===== src/rtl/sr_flag_bank_pkg.sv =====
// Shared constants and the per-channel priority decode for the sr_flag_bank family.
package sr_flag_bank_pkg;

  localparam int SR_RST_DOM = 0;
  localparam int SR_SET_DOM = 1;
  localparam int SR_LEVEL   = 0;
  localparam int SR_EDGE    = 1;
  localparam int SR_MAX_CH  = 32;

  typedef enum logic [1:0] {
    SR_HOLD,
    SR_SET,
    SR_CLR_Q,
    SR_WIPE
  } sr_action_e;

  // Software clear outranks everything; dominance only matters when set and reset coincide.
  function automatic sr_action_e sr_decide(input logic clr, input logic se, input logic re,
                                           input bit set_dom);
    if (clr) return SR_WIPE;
    if (se && re) return set_dom ? SR_SET : SR_CLR_Q;
    if (se) return SR_SET;
    if (re) return SR_CLR_Q;
    return SR_HOLD;
  endfunction

endpackage


===== src/rtl/sr_flag_bank_cell.sv =====
// One set/reset flag channel: optional edge detection, flag, sticky overrun.
module sr_cell
  import sr_flag_bank_pkg::*;
#(
  parameter int EDGE    = SR_LEVEL,
  parameter int SET_DOM = SR_RST_DOM
) (
  input  logic clk,
  input  logic rst,
  input  logic s,
  input  logic r,
  input  logic clr,
  output logic q,
  output logic ovr
);

  logic       s_prev;
  logic       r_prev;
  logic       se;
  logic       re;
  sr_action_e action;

  assign se = (EDGE != 0) ? (s & ~s_prev) : s;
  assign re = (EDGE != 0) ? (r & ~r_prev) : r;

  always_comb begin
    action = sr_decide(clr, se, re, SET_DOM != 0);
  end

  // History always tracks the inputs, so a level held through reset yields no edge afterwards.
  always_ff @(posedge clk) begin
    s_prev <= s;
    r_prev <= r;
    if (rst) begin
      q   <= 1'b0;
      ovr <= 1'b0;
    end else begin
      case (action)
        SR_WIPE: begin
          q   <= 1'b0;
          ovr <= 1'b0;
        end
        SR_SET:   q <= 1'b1;
        SR_CLR_Q: q <= 1'b0;
        default:  q <= q;
      endcase
      // A set arriving on an already-set flag is lost, even if reset wins this cycle.
      if (se && q && !clr) ovr <= 1'b1;
    end
  end

endmodule


===== src/rtl/sr_flag_bank.sv =====
// Bank of N independent set/reset flags with a maskable registered interrupt.
module sr_flag_bank
  import sr_flag_bank_pkg::*;
#(
  parameter int           N        = 8,
  parameter int           EDGE     = SR_LEVEL,
  parameter int           SET_DOM  = SR_RST_DOM,
  parameter logic [N-1:0] MASK_RST = '0
) (
  input  logic         clk,
  input  logic         rst,
  input  logic [N-1:0] s,
  input  logic [N-1:0] r,
  input  logic [N-1:0] clr,
  input  logic         mask_wr,
  input  logic [N-1:0] mask_wdata,
  output logic [N-1:0] q,
  output logic [N-1:0] ovr,
  output logic [N-1:0] mask,
  output logic         irq
);

  for (genvar i = 0; i < N; i++) begin : g_cell
    sr_cell #(
      .EDGE    (EDGE),
      .SET_DOM (SET_DOM)
    ) u_cell (
      .clk (clk),
      .rst (rst),
      .s   (s[i]),
      .r   (r[i]),
      .clr (clr[i]),
      .q   (q[i]),
      .ovr (ovr[i])
    );
  end

  always_ff @(posedge clk) begin
    if (rst) begin
      mask <= MASK_RST;
    end else if (mask_wr) begin
      mask <= mask_wdata;
    end
  end

  // Built from the registered q and mask, so it trails a flag change by one cycle.
  always_ff @(posedge clk) begin
    if (rst) begin
      irq <= 1'b0;
    end else begin
      irq <= |(q & mask);
    end
  end

endmodule


===== config.mk =====
export PLATFORM = sky130hd
export DESIGN_NAME = sr_flag_bank
export DESIGN_NICKNAME = d
export VERILOG_FILES = /design/src/rtl/sr_flag_bank_pkg.sv /design/src/rtl/sr_flag_bank_cell.sv /design/src/rtl/sr_flag_bank.sv
export SDC_FILE = /design/constraint.sdc
export NUM_CORES = 1
export LEC_CHECK = 0
export CAP_MARGIN = 20
export CORE_ASPECT_RATIO = 1.4
export CORE_MARGIN = 3
export CORE_UTILIZATION = 35
export CTS_BUF_LIST = sky130_fd_sc_hd__clkbuf_8
export CTS_CLUSTER_SIZE = 14
export DETAILED_ROUTE_END_ITERATION = 12
export GPL_TIMING_DRIVEN = 0
export PLACE_DENSITY_LB_ADDON = 0.1
export SYNTH_ARGS = -nofsm -noshare
export SYNTH_HDL_FRONTEND = slang
export SYNTH_SLANG_ARGS = --single-unit

===== constraint.sdc =====
create_clock -name clk -period 0.8 [get_ports clk]
set_input_delay 0.08 -clock clk [delete_from_list [all_inputs] [get_ports clk]]
set_output_delay 0.08 -clock clk [all_outputs]
set_load 0.01 [all_outputs]

==> flow_summary.toml <==
[worst_setup_path]
crit_required_ns = 0.72
path_buf_inv = 2
slowest_stage = "dfxtp_2"
path_class = "flip-flop to output port"
cpMostUsedCell = "buf_6"
cpLargestDelayFamily = "flip-flops"
cpPeakStageDelay_ns = 0.34
crit_chain = "buf_6 -> buf_6"
startpoint_type = "flip-flop"
cp_data_arrival_time_ns = 0.81
path_max_fanout = 2
worstSetupEndpointType = "output port"

[power_and_ir_drop]
pwr-share-clk = 0.275
p_seq_frac = 0.516
power_frac_comb = 0.209
switching_share = 0.230
leakage_uw = 0.000805
finalPower_uw = 2570
p_int_uw = 1980
power_density_nw_per_um2 = 1320
p_switching_uw = 592
ir_drop_mv = 0.920

[global_routing]
groute.usage.overall = 0.155
grtUsageMet1 = 0.175
grt_pass1_vias = 1001
grt_max_degree = 14
antenna_found_initial = 0
overflow = 0
grt_util_met3 = 0.0362
busiest_layer = "met2"
grt_pass1_wl_um = 4330
grt_use_met2 = 0.273

[timing]
max_freq_mhz = 1120
worst_clock_skew_ns = 0.00311
layout_min_cycle_time_ns = 0.892
grt_setup_unrepaired = "true"
drv_slew = 0
relSlewSlack = 0.867
setup_violations = 12
fin_ws_ns = -0.0916
fin_tns_setup_ns = -0.826
final-hold-violation-count = 0
period_share = 1.11
worst_slew_pin_slew_ns = 0.197

[die]
core_area_um2 = 2730
die-width_um = 52.0
ios = 60
die_area_um2 = 3650
rows = 22
start_util = 0.380
fp.dieH_um = 70.3

[routing]
ant_nets = 0
vias = 938
wirelength_um = 2710
dr.first_iter.drc_count = 10
avgViaCountPerCell = 4.60
wl_per_cell_um = 13.3
first_pass_iters = 2
drc = 0

[cells_and_area]
antennaDiodeCount = 0
most-common-layout-cells = "buf_6, clkdlybuf4s50_1, dfxtp_2"
fin_nets = 204
area_delta_synth_final_pct = 88.5
drive_above_1_share = 0.619
finish.utilization = 0.716
final_common_cell = "buf_6"

[clocking]
cts_max_path_buffers = 2
clk_pin_slew_ns = 0.08
cts.sinks = 25
clock_latency_ns = 0.26
cts_max_level = 1
clock-root-buffer = "clkbuf_8"
numCtsBuffers = 3
tritoncts = "done"

[placed_design]
io_buffers = 57
dp_hpwl_um = 1990
place.gp.congestion = 0.637

[yosys]
syn_area_per_cell_um2 = 10.6
synth_fp_nets = 133
syn-instance-count = 98
yosys_warnings = 0
ys_types = 13
ys_seq_elements = 25
syn_area_um2 = 1030
synth_seq_area_share = 0.484

[outcome]
outcome = "finished, violations left"
violations = "setup timing"

[min_path]
hold_class = "primary input to flip-flop"

[run]
drv_cap = 0
-- cells in the mapped netlist --
master	count	share of area
nor4_1	5	0.030
nor3_2	3	0.029
nor3_1	5	0.024
a41oi_1	1	0.0085
nor2_1	16	0.058
mux2i_1	8	0.077
buf_6	2	0.022
dfxtp_1	25	0.48
a21oi_1	8	0.039
a22oi_1	4	0.029
nor4_4	3	0.062
buf_8	1	0.015
buf_4	17	0.12
-- flip-flops by register name, indices dropped and copies added (netlist names) --
name,count
g_cell.u_cell.ovr,8
g_cell.u_cell.q,8
mask,8
irq,1
-- final cells by class --
cell class	instances	area, µm²
clock inverter	1	3.75
tap	36	45.0
buffer	12	135
timing repair buffer	74	749
multi-input combinational	53	443
sequential	25	533
fill	197	774
clock buffer	3	41.3
-- worst paths after layout --
| kind | start | to | slack (ns) | depth (start not counted) |
|---|---|---|---|---|
| setup / recovery | g_cell[1].u_cell.q$_SDFFE_PP0P_ | q[1] | -0.09 | 2 |
| hold / removal | rst | g_cell[1].u_cell.q$_SDFFE_PP0P_ | 0.03 | 2 |
| setup reg to reg | g_cell[6].u_cell.q$_SDFFE_PP0P_ | irq$_SDFF_PP0_ | -0.08 | 3 |
| hold reg to reg | g_cell[3].u_cell.ovr$_SDFFE_PP0P_ | g_cell[3].u_cell.ovr$_SDFFE_PP0P_ | 0.50 | 2 |
-- power by group through the flow --
stage / Clock [µW] / Combinational (µW) / Sequential, µW
after floorplan: 0 / 150 / 1350
after global placement: 0 / 432 / 1350
after detailed placement: 0 / 440 / 1350
after CTS: 740 / 509 / 1320
after global routing: 762 / 581 / 1330
final: 707 / 538 / 1330
-- metal layers --
layer | up-vias | wire [µm]
li1 | 467 | -
met1 | 433 | 1030
met2 | 36 | 1470
met3 | 2 | 188
met4 | 0 | 16
met5 | - | 0
-- what timing repair did --
action | CTS | global route
hold buffers | 0 | 0
endpoints found under the setup margin | 26 | 35
buffers inserted | 15 | 2
gates resized for setup | 163 | 19
pin swaps | 3 | 3
-- kinds of logic (layout without fill, tap and decap cells) --
logic type,after synthesis,after routing,share of synthesized area
AOI/OAI and AO/OA,13,13,0.0762
DFF,25,25,0.484
muxes,8,8,0.0774
buffers and inverters,20,90,0.160
and+or+nand+nor,32,32,0.203
-- per-stage QoR --
stage	setup slack, ns	hold WS [ns]	instances	cell area (µm²)
6_report	-0.0916	0.0258	204	1950
5_1_grt	-0.121	0.0400	204	1950
4_1_cts	-0.101	0.0168	202	1860
3_5_place_dp	-0.288	0.310	191	1650
3_3_place_gp	-0.302	0.304	191	1650
2_1_floorplan	0.0490	0.150	98	1030
(Power assumes the default switching activity.)
